## src/rtl/yutorina_id_stage_pkg.sv

```systemverilog
// Shared ISA and pipeline definitions for the yutorina decode stage.
// Holds opcodes, control encodings, the registered ID control bundle and decode helpers.
package yutorina_id_stage_pkg;

    localparam int unsigned GprAddrW = 5;
    localparam int unsigned PcW      = 30;
    localparam int unsigned DataW    = 32;

    // Pipeline enables and GPR write enables are active-low.
    localparam logic EnableN  = 1'b0;
    localparam logic DisableN = 1'b1;

    localparam logic [5:0] OpAndR = 6'h00;
    localparam logic [5:0] OpAndI = 6'h01;
    localparam logic [5:0] OpOrR  = 6'h02;
    localparam logic [5:0] OpOrI  = 6'h03;
    localparam logic [5:0] OpAddR = 6'h04;
    localparam logic [5:0] OpAddI = 6'h05;
    localparam logic [5:0] OpSubR = 6'h06;
    localparam logic [5:0] OpSubI = 6'h07;
    localparam logic [5:0] OpXorR = 6'h08;
    localparam logic [5:0] OpXorI = 6'h09;
    localparam logic [5:0] OpShlR = 6'h0A;
    localparam logic [5:0] OpShlI = 6'h0B;
    localparam logic [5:0] OpJr   = 6'h0C;
    localparam logic [5:0] OpBe   = 6'h10;
    localparam logic [5:0] OpBne  = 6'h11;
    localparam logic [5:0] OpLdw  = 6'h16;
    localparam logic [5:0] OpStw  = 6'h17;
    localparam logic [5:0] OpTrap = 6'h3E;

    typedef enum logic [3:0] {
        AluNop = 4'd0,
        AluAnd = 4'd1,
        AluOr  = 4'd2,
        AluAdd = 4'd3,
        AluSub = 4'd4,
        AluXor = 4'd5,
        AluShl = 4'd6
    } alu_op_e;

    typedef enum logic [1:0] {
        MemNone = 2'd0,
        MemLdw  = 2'd1,
        MemStw  = 2'd2
    } mem_op_e;

    typedef enum logic [1:0] {
        ExpNone    = 2'd0,
        ExpIllegal = 2'd1,
        ExpTrap    = 2'd2
    } exp_code_e;

    typedef struct packed {
        alu_op_e               alu_op;
        logic [DataW-1:0]      alu_in_0;
        logic [DataW-1:0]      alu_in_1;
        mem_op_e               mem_op;
        logic [DataW-1:0]      mem_wr_data;
        logic [GprAddrW-1:0]   dst_addr;
        logic                  gpr_we_n;
        exp_code_e             exp_code;
    } id_ctrl_t;

    localparam id_ctrl_t CtrlReset = '{
        alu_op:      AluNop,
        alu_in_0:    '0,
        alu_in_1:    '0,
        mem_op:      MemNone,
        mem_wr_data: '0,
        dst_addr:    '0,
        gpr_we_n:    DisableN,
        exp_code:    ExpNone
    };

    function automatic logic [DataW-1:0] sext16(input logic [15:0] imm);
        return {{16{imm[15]}}, imm};
    endfunction

    // ALU R/I opcode pairs occupy 6'h00..6'h0B; bits [3:1] select the operation.
    function automatic alu_op_e alu_of(input logic [2:0] pair);
        unique case (pair)
            3'd0:    return AluAnd;
            3'd1:    return AluOr;
            3'd2:    return AluAdd;
            3'd3:    return AluSub;
            3'd4:    return AluXor;
            3'd5:    return AluShl;
            default: return AluNop;
        endcase
    endfunction

endpackage

```

## src/rtl/yutorina_id_stage_decoder.sv

```systemverilog
// Combinational decode: GPR read, EX/MEM forwarding, branch resolution and
// load-use hazard detection for the instruction currently presented by fetch.
module yutorina_id_stage_decoder
    import yutorina_id_stage_pkg::*;
#(
    parameter bit FwdEn = 1'b1
) (
    input  logic [29:0] if_pc_i,
    input  logic [31:0] if_insn_i,
    input  logic        if_en_n_i,
    output logic [4:0]  gpr_rd_addr_0_o,
    output logic [4:0]  gpr_rd_addr_1_o,
    input  logic [31:0] gpr_rd_data_0_i,
    input  logic [31:0] gpr_rd_data_1_i,
    input  logic        ex_en_n_i,
    input  logic        ex_gpr_we_n_i,
    input  logic [4:0]  ex_dst_addr_i,
    input  logic [31:0] ex_fwd_data_i,
    input  logic        ex_is_load_i,
    input  logic        mem_en_n_i,
    input  logic        mem_gpr_we_n_i,
    input  logic [4:0]  mem_dst_addr_i,
    input  logic [31:0] mem_fwd_data_i,
    output logic        br_taken_o,
    output logic [29:0] br_addr_o,
    output logic        ld_hazard_o,
    output id_ctrl_t    ctrl_o
);

    logic [5:0]  op;
    logic [4:0]  ra, rb, rc;
    logic [31:0] imm_s, ra_data, rb_data;
    logic        ex_wr, mem_wr;
    logic        uses_ra, uses_rb, is_be, is_bne, is_jr;

    assign op    = if_insn_i[31:26];
    assign ra    = if_insn_i[25:21];
    assign rb    = if_insn_i[20:16];
    assign rc    = if_insn_i[15:11];
    assign imm_s = sext16(if_insn_i[15:0]);

    assign gpr_rd_addr_0_o = ra;
    assign gpr_rd_addr_1_o = rb;

    // EX holds the younger result, so it wins over MEM for the same register.
    assign ex_wr  = FwdEn && !ex_en_n_i && !ex_gpr_we_n_i;
    assign mem_wr = FwdEn && !mem_en_n_i && !mem_gpr_we_n_i;

    assign ra_data = (ex_wr && ex_dst_addr_i == ra)   ? ex_fwd_data_i  :
                     (mem_wr && mem_dst_addr_i == ra) ? mem_fwd_data_i : gpr_rd_data_0_i;
    assign rb_data = (ex_wr && ex_dst_addr_i == rb)   ? ex_fwd_data_i  :
                     (mem_wr && mem_dst_addr_i == rb) ? mem_fwd_data_i : gpr_rd_data_1_i;

    always_comb begin
        ctrl_o = '{
            alu_op:      AluNop,
            alu_in_0:    ra_data,
            alu_in_1:    rb_data,
            mem_op:      MemNone,
            mem_wr_data: rb_data,
            dst_addr:    '0,
            gpr_we_n:    DisableN,
            exp_code:    ExpNone
        };
        uses_ra = 1'b1;
        uses_rb = 1'b0;
        is_be   = 1'b0;
        is_bne  = 1'b0;
        is_jr   = 1'b0;
        unique case (op)
            OpAndR, OpOrR, OpAddR, OpSubR, OpXorR, OpShlR: begin
                ctrl_o.alu_op   = alu_of(op[3:1]);
                ctrl_o.dst_addr = rc;
                ctrl_o.gpr_we_n = EnableN;
                uses_rb         = 1'b1;
            end
            OpAndI, OpOrI, OpAddI, OpSubI, OpXorI, OpShlI: begin
                ctrl_o.alu_op   = alu_of(op[3:1]);
                ctrl_o.alu_in_1 = imm_s;
                ctrl_o.dst_addr = rb;
                ctrl_o.gpr_we_n = EnableN;
            end
            OpLdw: begin
                ctrl_o.alu_op   = AluAdd;
                ctrl_o.alu_in_1 = imm_s;
                ctrl_o.mem_op   = MemLdw;
                ctrl_o.dst_addr = rb;
                ctrl_o.gpr_we_n = EnableN;
            end
            OpStw: begin
                ctrl_o.alu_op   = AluAdd;
                ctrl_o.alu_in_1 = imm_s;
                ctrl_o.mem_op   = MemStw;
                uses_rb         = 1'b1;
            end
            OpBe: begin
                is_be   = 1'b1;
                uses_rb = 1'b1;
            end
            OpBne: begin
                is_bne  = 1'b1;
                uses_rb = 1'b1;
            end
            OpJr:   is_jr = 1'b1;
            OpTrap: begin
                ctrl_o.exp_code = ExpTrap;
                uses_ra         = 1'b0;
            end
            default: ctrl_o.exp_code = ExpIllegal;
        endcase
    end

    assign ld_hazard_o = !if_en_n_i && !ex_en_n_i && ex_is_load_i &&
                         ((uses_ra && ex_dst_addr_i == ra) || (uses_rb && ex_dst_addr_i == rb));

    assign br_taken_o = !if_en_n_i && !ld_hazard_o &&
                        ((is_be && ra_data == rb_data) || (is_bne && ra_data != rb_data) || is_jr);
    assign br_addr_o  = is_jr ? ra_data[31:2] : if_pc_i + imm_s[29:0];

endmodule

```

## src/rtl/yutorina_id_stage.sv

```systemverilog
// Decode stage top: combinational decoder plus the id_* pipeline registers feeding EX.
// Register priority is reset, flush, stall, bubble (hazard or no valid insn), then decode.
module yutorina_id_stage
    import yutorina_id_stage_pkg::*;
#(
    parameter bit FwdEn = 1'b1
) (
    input  logic        clk_i,
    input  logic        rst_ni,
    input  logic        stall_i,
    input  logic        flush_i,
    input  logic [29:0] if_pc_i,
    input  logic [31:0] if_insn_i,
    input  logic        if_en_n_i,
    output logic [4:0]  gpr_rd_addr_0_o,
    output logic [4:0]  gpr_rd_addr_1_o,
    input  logic [31:0] gpr_rd_data_0_i,
    input  logic [31:0] gpr_rd_data_1_i,
    input  logic        ex_en_n_i,
    input  logic        ex_gpr_we_n_i,
    input  logic [4:0]  ex_dst_addr_i,
    input  logic [31:0] ex_fwd_data_i,
    input  logic        ex_is_load_i,
    input  logic        mem_en_n_i,
    input  logic        mem_gpr_we_n_i,
    input  logic [4:0]  mem_dst_addr_i,
    input  logic [31:0] mem_fwd_data_i,
    output logic        br_taken_o,
    output logic [29:0] br_addr_o,
    output logic        ld_hazard_o,
    output logic [29:0] id_pc_o,
    output logic        id_en_n_o,
    output logic [3:0]  id_alu_op_o,
    output logic [31:0] id_alu_in_0_o,
    output logic [31:0] id_alu_in_1_o,
    output logic [1:0]  id_mem_op_o,
    output logic [31:0] id_mem_wr_data_o,
    output logic [4:0]  id_dst_addr_o,
    output logic        id_gpr_we_n_o,
    output logic [1:0]  id_exp_code_o
);

    id_ctrl_t    dec_ctrl;
    id_ctrl_t    ctrl_d, ctrl_q;
    logic [29:0] id_pc_d, id_pc_q;
    logic        id_en_n_d, id_en_n_q;

    yutorina_id_stage_decoder #(
        .FwdEn (FwdEn)
    ) u_decoder (
        .if_pc_i         (if_pc_i),
        .if_insn_i       (if_insn_i),
        .if_en_n_i       (if_en_n_i),
        .gpr_rd_addr_0_o (gpr_rd_addr_0_o),
        .gpr_rd_addr_1_o (gpr_rd_addr_1_o),
        .gpr_rd_data_0_i (gpr_rd_data_0_i),
        .gpr_rd_data_1_i (gpr_rd_data_1_i),
        .ex_en_n_i       (ex_en_n_i),
        .ex_gpr_we_n_i   (ex_gpr_we_n_i),
        .ex_dst_addr_i   (ex_dst_addr_i),
        .ex_fwd_data_i   (ex_fwd_data_i),
        .ex_is_load_i    (ex_is_load_i),
        .mem_en_n_i      (mem_en_n_i),
        .mem_gpr_we_n_i  (mem_gpr_we_n_i),
        .mem_dst_addr_i  (mem_dst_addr_i),
        .mem_fwd_data_i  (mem_fwd_data_i),
        .br_taken_o      (br_taken_o),
        .br_addr_o       (br_addr_o),
        .ld_hazard_o     (ld_hazard_o),
        .ctrl_o          (dec_ctrl)
    );

    always_comb begin
        id_pc_d   = id_pc_q;
        id_en_n_d = id_en_n_q;
        ctrl_d    = ctrl_q;
        if (flush_i) begin
            id_en_n_d       = DisableN;
            ctrl_d.gpr_we_n = DisableN;
        end else if (!stall_i) begin
            if (ld_hazard_o || if_en_n_i) begin
                id_en_n_d       = DisableN;
                ctrl_d.gpr_we_n = DisableN;
            end else begin
                id_pc_d   = if_pc_i;
                id_en_n_d = EnableN;
                ctrl_d    = dec_ctrl;
            end
        end
    end

    always_ff @(posedge clk_i or negedge rst_ni) begin
        if (!rst_ni) begin
            id_pc_q   <= '0;
            id_en_n_q <= DisableN;
            ctrl_q    <= CtrlReset;
        end else begin
            id_pc_q   <= id_pc_d;
            id_en_n_q <= id_en_n_d;
            ctrl_q    <= ctrl_d;
        end
    end

    assign id_pc_o          = id_pc_q;
    assign id_en_n_o        = id_en_n_q;
    assign id_alu_op_o      = ctrl_q.alu_op;
    assign id_alu_in_0_o    = ctrl_q.alu_in_0;
    assign id_alu_in_1_o    = ctrl_q.alu_in_1;
    assign id_mem_op_o      = ctrl_q.mem_op;
    assign id_mem_wr_data_o = ctrl_q.mem_wr_data;
    assign id_dst_addr_o    = ctrl_q.dst_addr;
    assign id_gpr_we_n_o    = ctrl_q.gpr_we_n;
    assign id_exp_code_o    = ctrl_q.exp_code;

endmodule

```

## config.mk

```make
export PLATFORM = sky130hd
export DESIGN_NAME = yutorina_id_stage
export DESIGN_NICKNAME = d
export VERILOG_FILES = /design/src/rtl/yutorina_id_stage_pkg.sv /design/src/rtl/yutorina_id_stage_decoder.sv /design/src/rtl/yutorina_id_stage.sv
export SDC_FILE = /design/constraint.sdc
export NUM_CORES = 1
export LEC_CHECK = 0
export CAP_MARGIN = 20
export CORE_MARGIN = 4
export CORE_UTILIZATION = 40
export DETAILED_ROUTE_END_ITERATION = 10
export GPL_ROUTABILITY_DRIVEN = 0
export PLACE_DENSITY_LB_ADDON = 0.3
export SYNTH_ARGS = -nofsm -noshare
export SYNTH_HDL_FRONTEND = slang
export SYNTH_SLANG_ARGS = --single-unit
```

## constraint.sdc

```tcl
create_clock -name clk_i -period 8.2 [get_ports clk_i]
set_input_delay 1.64 -clock clk_i [delete_from_list [all_inputs] [get_ports clk_i]]
set_output_delay 1.64 -clock clk_i [all_outputs]
set_load 0.01 [all_outputs]
```

# == After elaboration in Yosys (flattened, before gate mapping) ==
# Cells that the tools add are included.
# word_totals
inputBits,210
output_inout_bits,183
ff_bits,141
# op_classes
bitwise_logic,3
n_reduce_logical,35
n_addsub,1
n_mux,23
n_eq_ne,29
# ops
operator,count
$mux W32,5
$eq A32 B32 Y1,1
$ne A32 B32 Y1,1
$add A30 B30 Y30,1
$eq A6 B4 Y1 const B,5
$mux W30,1
$eq A6 B3 Y1 const B,4
$eq A6 B5 Y1 const B,4
$eq A5 B5 Y1,4
$pmux W3 S6,1
$reduce_or A17 Y1,1
$logic_and A1 B1 Y1,15
$eq A6 B2 Y1 const B,2
$pmux W6 S2,1
$reduce_or A12 Y1,1
$mux W1,10
$reduce_or A9 Y1,1
$pmux W2 S2,2
$pmux W4 S2,1
$reduce_or A8 Y1,1
$reduce_or A7 Y1,1
$eq A3 B2 Y1 const B,2
$eq A3 B3 Y1 const B,2
$eq A6 B1 Y1 const B,1
other kinds (13),23

# == Logic depth before layout (Yosys ltp) ==
# Gate-level depths: netlist of the first run.
# depth
ltp_word,10
mapped_depth,14

# == Hierarchy ==
# From an unflattened synthesis of the first run, not the netlist that was laid out.
# unflattened
hier_cells,1099
area_unflattened_um2,10293.6
# modules_own_cells
mod,n_inst,seq_area_each_um2,area_per_inst_um2,cells_per_inst
yutorina_id_stage,1,3530.9,5301.3,302
yutorina_id_stage_decoder,1,0.0,4992.3,797

# == Least setup slack after synthesis of the first run ==
# Ideal clock, no wire load.
# synth_timing
path_kind,input to output
start,input mem_dst_addr_i[0]
end,output br_taken_o
cell_stages,11
t_arrival_ps,4094
setup_slack_ps,2466
path_cell_list,xor2_1 > a221o_1 > nor3_1 > buf_2 > mux2_2 > mux2i_1 > xor2_1 > nand4_1 > nor4b_2 > nand4_1 > mux2_1
# synth_via
elab_chain_len,9
word_cells_on_any_way,15
classes_between,eq/ne: 4; mux: 4; reduce/logical: 7
# synth_rtl
item,line,source
"start, declared",yutorina_id_stage.sv:26,"input logic [4:0] mem_dst_addr_i,"
$eq A5 B5 Y1 (on tied branches),"yutorina_id_stage_decoder.sv:50, yutorina_id_stage_decoder.sv:52",
$logic_and A1 B1 Y1 (on tied branches),"yutorina_id_stage_decoder.sv:50, yutorina_id_stage_decoder.sv:52",
$mux W32 (on tied branches),"yutorina_id_stage_decoder.sv:50, yutorina_id_stage_decoder.sv:52",
$mux W32 (on tied branches),"yutorina_id_stage_decoder.sv:49, yutorina_id_stage_decoder.sv:51",
$eq A32 B32 Y1 / $ne A32 B32 Y1 (equally long branches),yutorina_id_stage_decoder.sv:117,((is_be && ra_data == rb_data) || (is_bne && ra_data != rb_data) || is_jr);
$logic_and A1 B1 Y1,yutorina_id_stage_decoder.sv:117,
$logic_or A1 B1 Y1 * (2 in a row),yutorina_id_stage_decoder.sv:117,
$logic_and A1 B1 Y1 *,yutorina_id_stage_decoder.sv:116,assign br_taken_o = !if_en_n_i && !ld_hazard_o &&
"end, declared",yutorina_id_stage.sv:28,"output logic br_taken_o,"
# Every way passes the cells marked *; elsewhere a longest branch is shown, timed or not.

# == Worst setup path in the final report of the first run ==
# layout_timing
start,input if_insn_i[20]
end,output br_taken_o
# layout_via
elab_chain_len,9
word_cells_on_any_way,18
classes_between,eq/ne: 4; mux: 2; reduce/logical: 12
# layout_rtl
item,line,source
"start, declared",yutorina_id_stage.sv:13,"input logic [31:0] if_insn_i,"
$eq A5 B5 Y1,yutorina_id_stage_decoder.sv:52,(mem_wr && mem_dst_addr_i == rb) ? mem_fwd_data_i : gpr_rd_data_1_i;
$logic_and A1 B1 Y1,yutorina_id_stage_decoder.sv:52,
$mux W32,yutorina_id_stage_decoder.sv:52,
$mux W32,yutorina_id_stage_decoder.sv:51,assign rb_data = (ex_wr && ex_dst_addr_i == rb) ? ex_fwd_data_i :
$eq A32 B32 Y1 / $ne A32 B32 Y1 (equally long branches),yutorina_id_stage_decoder.sv:117,
$logic_and A1 B1 Y1,yutorina_id_stage_decoder.sv:117,
$logic_or A1 B1 Y1 (2 in a row),yutorina_id_stage_decoder.sv:117,
$logic_and A1 B1 Y1 *,yutorina_id_stage_decoder.sv:116,
# Marked as above.

==> impl_metrics.yaml, run 1 <==
outcome:
  status: "finished clean"
logic_synthesis:
  synth_edf_count: 0
  ys_types: 60
  ys_seq_area_frac: 0.375
  async_flop_share: 1.00
  synthesis.nets: 1371
  synth_seq_cells: 140
  syn-cell-area_sq_mm: 0.00935
  synthCells: 1131
  synth_warnings: 0
  synth_ff_type: "dfrtp_1"
  avgSynthCellArea_sq_um: 8.27
hold_path:
  hp-class: "flop to flop"
  hold_path_depth: 2
detailed_routing:
  num_vias: 9905
  wl_mm: 41.9
  wl_per_cell_um: 23.2
  vias_per_cell: 5.49
  ant_nets: 0
  first_pass_iters: 5
  drt_iter0_markers: 866
  drc: 0
timing:
  rsz0062_at_grt: "false"
  worst_slack_ns: 0.656
  tns_ns: 0
  finalCriticalPeriod_ns: 7.54
  fin_skew_ns: 0
  worst_pin_slew_ns: 1.09
  timing.final.max_slew_violations: 0
  hold_viol: 0
  fin_crit_sh: 0.920
  max_freq_ghz: 0.133
  setup_viol: 0
  slew_headroom: 0.273
placed_design:
  io_buffers: 391
  placedCellCount: 1771
  dpl_cell_area_sq_mm: 0.0134
  dp_slack_ns: 0.692
  dp_hpwl_mm: 32.1
worst_setup_path:
  crit_cells: 11
  slowest_delay_ns: 0.67
  path_buf_inv: 2
  crit_path_top_delay_cell: "mux2i_1"
  path_max_fanout: 28
  worstRegToRegCells: 2
  crit_arrival_ns: 5.90
  worst-setup-path-type: "primary input to primary output"
  cp.required_ns: 6.56
  start_kind: "primary input"
  path_delay_family: "simple AND/OR/NAND/NOR gates"
  endpoint_kind: "primary output"
  path_cells: "clkdlybuf4s50_1, xor2_1, or4_1, or2_2, mux2i_1, xnor2_1, nand4_1, nor4_2, nand4_1, mux2_1, clkdlybuf4s50_1"
clock_network:
  cts_max_level: 4
  clock_latency_ns: 0.42
  cts-root-buf: "clkbuf_16"
  clk_path_buf_depth: 2
  cts_setup_buffers: 0
  clock-sinks: 140
  cts_hold_buffers: 0
  cts_tree: "done"
  cts_made_buffers: 17
  cts.clk_slew.worst_paths_ns: 0.06
  cts_resized: 0
global_route:
  grt_max_degree: 88
  grt_pass1_vias: 9986
  grt_use_total: 0.312
  grt_first_pass_wirelength_mm: 61.9
  antenna_found_initial: 3
  overflow: 0
  grtUsageMet3: 0.0888
  top_usage_layer: "met2"
  grt_util_met2: 0.520
  grtUsageMet1: 0.385
pwr:
  leakage_nw: 5.92
  peakVddDrop_mv: 0.124
  total_power_mw: 2.62
  cellPowerDensity_mw_per_mm2: 187
cells_and_area:
  layout.nets: 1717
  drive_gt1_frac: 0.0617
  design_area_sq_mm: 0.0140
  final_cell_count_no_fill: 1805
  area_growth_pct: 50.1
floorplanning:
  dieArea_sq_mm: 0.0259
  io_pins: 393
  core_sq_mm: 0.0228
  initial_utilization: 0.409
  die_w_um: 161
  core.rowCount: 55
  die_y_um: 161
flow_run:
  cap_violations: 0
[worst min-delay path, stage by stage (launching register included)]
cell and delay, ns:
dfrtp_1 0.34, nand2_1 0.05, nand2_1 0.05
[kinds of logic (layout without fill, tap and decap cells)]
family / after synthesis / in the layout / synth area share
xor gates and xnor gates: 70 / 70 / 0.0655
other: 1 / 3 / 0.000401
adders and majority gates: 30 / 30 / 0.0409
and+or+nand+nor: 410 / 410 / 0.186
AOI/OAI and AO/OA: 318 / 318 / 0.202
DFF: 140 / 140 / 0.375
muxes: 71 / 71 / 0.0816
buffers and inverters: 91 / 450 / 0.0480
[per-layer routing]
layer,routed length (um),vias to the layer above
met5,14,-
met4,1530,2
met3,3700,80
met2,19900,515
met1,16800,4681
li1,-,4627
[layout by cell type, fill, tap and decap left out, types with 22 or more instances in the layout]
cell,count
a21oi_1,82
clkdlybuf4s50_1,390
dfrtp_1,138
ha_1,29
mux2_2,25
mux2i_1,42
nand2_1,258
nor2_1,69
o21ai_0,129
o2bb2ai_1,22
xnor2_1,43
xor2_1,27
[stage by stage]
stage | hold WS [ns] | util
3_5_place_dp | 0.461 | 0.588
6_report | 0.475 | 0.615
4_1_cts | 0.477 | 0.614
2_1_floorplan | 0.505 | -
3_3_place_gp | 0.453 | 0.588
5_1_grt | 0.494 | 0.615
[cell type report]
cell class	instances	area, sq um
clock inverters	12	163
flip-flops and latches	140	3510
inverters	11	41.3
multi-input cells	900	5440
fillers	2070	8800
well taps	313	392
clock buffers	20	447
diodes	2	5.00
repair buffers	407	4050
[flip-flops by register name (all words and copies together) (netlist names)]
signal / cells
id_dst_addr_o: 5
id_alu_in_1_o: 32
id_alu_in_0_o: 32
id_exp_code_o: 2
id_mem_op_o: 2
id_en_n_o: 1
id_mem_wr_data_o: 32
id_pc_o: 30
id_alu_op_o: 3
id_gpr_we_n_o: 1
[Yosys cell counts, types with 3 or more instances]
cell type | number | area, sq um
a211o_1 | 4 | 35.0
a211oi_1 | 5 | 37.5
a21boi_0 | 4 | 30.0
a21o_1 | 9 | 67.6
a21oi_1 | 82 | 410
a221oi_1 | 5 | 43.8
a31oi_1 | 3 | 18.8
buf_2 | 17 | 85.1
buf_4 | 15 | 113
buf_6 | 4 | 45.0
clkbuf_1 | 43 | 161
dfrtp_1 | 138 | 3450
ha_1 | 29 | 363
inv_1 | 11 | 41.3
mux2_2 | 25 | 282
mux2i_1 | 42 | 420
nand2_1 | 258 | 968
nand2b_1 | 19 | 119
nand3_1 | 11 | 55.1
nand4_1 | 9 | 56.3
nor2_1 | 70 | 263
nor2b_1 | 3 | 18.8
nor3_1 | 11 | 55.1
o211ai_1 | 19 | 143
o21a_1 | 19 | 143
o21ai_0 | 130 | 651
o22ai_1 | 3 | 18.8
o2bb2ai_1 | 22 | 193
o31ai_1 | 3 | 22.5
or2_2 | 4 | 25.0
or3_1 | 12 | 75.1
xnor2_1 | 43 | 377
xor2_1 | 27 | 236
[final timing paths]
check,from,end,slack [ns]
setup / recovery,if_insn_i[20],br_taken_o,0.66
hold / removal,id_pc_o[29]$_DFFE_PN0P_,id_pc_o[29]$_DFFE_PN0P_,0.48
setup reg to reg,id_gpr_we_n_o$_DFFE_PN1P_,id_gpr_we_n_o$_DFFE_PN1P_,7.43
hold reg to reg,id_pc_o[29]$_DFFE_PN0P_,id_pc_o[29]$_DFFE_PN0P_,0.48
max in group asynchronous,rst_ni,id_alu_in_1_o[30]$_DFFE_PN0P_,5.50
min in group asynchronous,rst_ni,id_pc_o[6]$_DFFE_PN0P_,1.23
[report_power, final]
part / switching (mW) / leakage [nW] / total [mW] / internal (mW)
combinational: 0.437 / 3.91 / 0.918 / 0.481
clock: 0.340 / 0.291 / 0.831 / 0.491
sequential: 0.0682 / 1.72 / 0.873 / 0.805
total: 0.845 / 5.92 / 2.62 / 1.78
No activity file was read; power rests on OpenSTA's default activity.
==> inputs of run 2 (changes only) <==
ABC_AREA = 1   (was not set)
CORE_UTILIZATION = 41   (was 40)
==> run 2 against run 1 <==
Against the previous run: synthesized cell count up 65%; worst hold slack lost 0.0043 ns; clock skew stayed put; critical path type unchanged; maximum frequency up 4.4%; final area is 15% higher.
==> impl_metrics.yaml, run 2 <==
outcome:
  status: "finished clean"
clock_network:
  cts_resized: 0
  cts-root-buf: "clkbuf_16"
  clock-sinks: 140
  clock_latency_ns: 0.43
  cts_made_buffers: 17
  cts_setup_buffers: 0
  cts_max_level: 4
  cts_hold_buffers: 0
  cts.clk_slew.worst_paths_ns: 0.06
  cts_tree: "done"
  clk_path_buf_depth: 2
timing:
  setup_viol: 0
  rsz0062_at_grt: "false"
  finalHoldWorstSlack_ns: 0.471
  tns_ns: 0
  fin_crit_sh: 0.882
  max_freq_ghz: 0.138
  hold_viol: 0
  fin_skew_ns: 0
  finalCriticalPeriod_ns: 7.23
  slew_headroom: 0.278
  worst_pin_slew_ns: 1.08
  timing.final.max_slew_violations: 0
pwr:
  peakVddDrop_mv: 0.147
  cellPowerDensity_mw_per_mm2: 167
  total_power_mw: 2.70
  leakage_nw: 8.17
detailed_routing:
  first_pass_iters: 9
  drc: 0
  num_vias: 14300
  drt_iter0_markers: 1571
  ant_nets: 0
  vias_per_cell: 5.53
  wl_mm: 50.2
  wl_per_cell_um: 19.5
worst_setup_path:
  start_kind: "primary input"
  cp-endpoint: "br_taken_o"
  endpoint_kind: "primary output"
  worstReg2RegEnd: "id_mem_wr_data_o[20]$_DFFE_PN0P_"
  crit_arrival_ns: 5.59
  worst-setup-path-type: "primary input to primary output"
  startpoint: "if_insn_i[21]"
  rrSetupSlack_ns: 7.35
  path_max_fanout: 22
  cp.required_ns: 6.56
  worstRegToRegCells: 2
  r2r_start: "id_mem_wr_data_o[20]$_DFFE_PN0P_"
global_route:
  grtUsageMet3: 0.0489
  grt_pass1_vias: 13300
  overflow: 0
  grt_first_pass_wirelength_mm: 76.1
  grt_use_total: 0.314
  grt_max_degree: 151
  top_usage_layer: "met2"
  grtUsageMet1: 0.400
  antenna_found_initial: 6
  grt_util_met2: 0.522
logic_synthesis:
  synthCells: 1867
  avgSynthCellArea_sq_um: 6.18
  synth.largest_area_cell: "dfrtp_1"
  synth_ff_type: "dfrtp_1"
  async_flop_share: 1.00
  synthesis.nets: 2107
  ys_types: 52
  ys_seq_area_frac: 0.304
  yosys-top-cells-area: "dfrtp_1, nand2_1, nand4_1"
  synth_edf_count: 0
  post-synth-top-count-cell: "nand2_1"
  yosys.area.top_type_share: 0.299
  syn-cell-area_sq_mm: 0.0115
  ys_top_cells_by_count: "nand2_1, inv_1, o21ai_0"
  synth_seq_cells: 140
  synth_warnings: 0
placed_design:
  dp_hpwl_mm: 38.3
  placedCellCount: 2543
  dpl_cell_area_sq_mm: 0.0156
  io_buffers: 391
cells_and_area:
  design_area_sq_mm: 0.0162
  final_common_cell: "nand2_1"
  drive_gt1_frac: 0.0405
  final_cell_count_no_fill: 2579
  layout_common_cells: "nand2_1, clkdlybuf4s50_1, inv_1, o21ai_0, dfrtp_1"
  layout.nets: 2424
  final.fill_count: 2659
  area_growth_pct: 40.0
floorplanning:
  core.rowCount: 61
  die_w_um: 176
  io_pins: 393
  core_sq_mm: 0.0278
  dieArea_sq_mm: 0.0309
  die_y_um: 176
  initial_utilization: 0.416
hold_path:
  hp-class: "flop to flop"
flow_run:
  cap_violations: 0
## run 2: worst min path at each step
stage / start / to / cells after the start
after floorplan: id_alu_in_0_o[1]$_DFFE_PN0P_ / id_alu_in_0_o[1]$_DFFE_PN0P_ / 2
after global placement: id_alu_in_1_o[29]$_DFFE_PN0P_ / id_alu_in_1_o[29]$_DFFE_PN0P_ / 2
after detailed placement: id_pc_o[10]$_DFFE_PN0P_ / id_pc_o[10]$_DFFE_PN0P_ / 2
after CTS: id_alu_in_1_o[16]$_DFFE_PN0P_ / id_alu_in_1_o[16]$_DFFE_PN0P_ / 2
after global routing: id_pc_o[14]$_DFFE_PN0P_ / id_pc_o[14]$_DFFE_PN0P_ / 2
final: id_alu_in_1_o[16]$_DFFE_PN0P_ / id_alu_in_1_o[16]$_DFFE_PN0P_ / 2
## run 2: area by class of cell
cell class                 count  area (sq um)  area share
timing repair buffer         413          4090       0.253
multi-input combinational   1411          6750       0.417
inverter                     201           759      0.0470
clock inverter                15           148     0.00914
sequential                   140          3510       0.217
antenna                        4          10.0    0.000619
tap                          378           473      0.0293
clock buffer                  17           425      0.0263
## run 2: routing by layer
layer	vias up	share of wire
li1	6672	-
met1	6630	0.40
met2	809	0.47
met3	148	0.083
met4	4	0.053
met5	-	0.00056
## run 2: where the power goes
group	internal, mW	switching, mW
combinational	0.489	0.549
sequential	0.804	0.0703
clock	0.405	0.385
total	1.70	1.00
## run 2: cell families after synthesis
| family | count (synthesis) | synth area share |
|---|---|---|
| DFF | 140 | 0.304 |
| adders and majority gates | 30 | 0.0332 |
| AOI/OAI and AO/OA | 273 | 0.129 |
| other | 1 | 0.000325 |
| xor gates and xnor gates | 24 | 0.0182 |
| buffers and inverters | 316 | 0.115 |
| and+or+nand+nor | 1083 | 0.400 |
## run 2: metrics by stage
stage	util	worst slack (ns)
finish	0.582	0.971
global route	0.582	0.746
CTS	0.581	1.05
detailed placement	0.561	1.07
floorplan	-	2.74
global placement	0.561	1.09
## run 2: critical path: stages
cell and delay (ns):
clkdlybuf4s50_1 0.58, inv_1 0.06, nand2_1 0.06, nand2_1 0.05
nor2_1 0.22, and2_1 0.84, buf_4 0.33, nand4_1 0.10
nand2_1 0.19, nand2_1 0.10, nand2_1 0.09, nand2_1 0.08
nor2_1 0.11, nand2_1 0.07, nor2_1 0.10, nand3_1 0.09
nand3_1 0.19, nand2_1 0.09, inv_1 0.06, clkdlybuf4s50_1 0.52
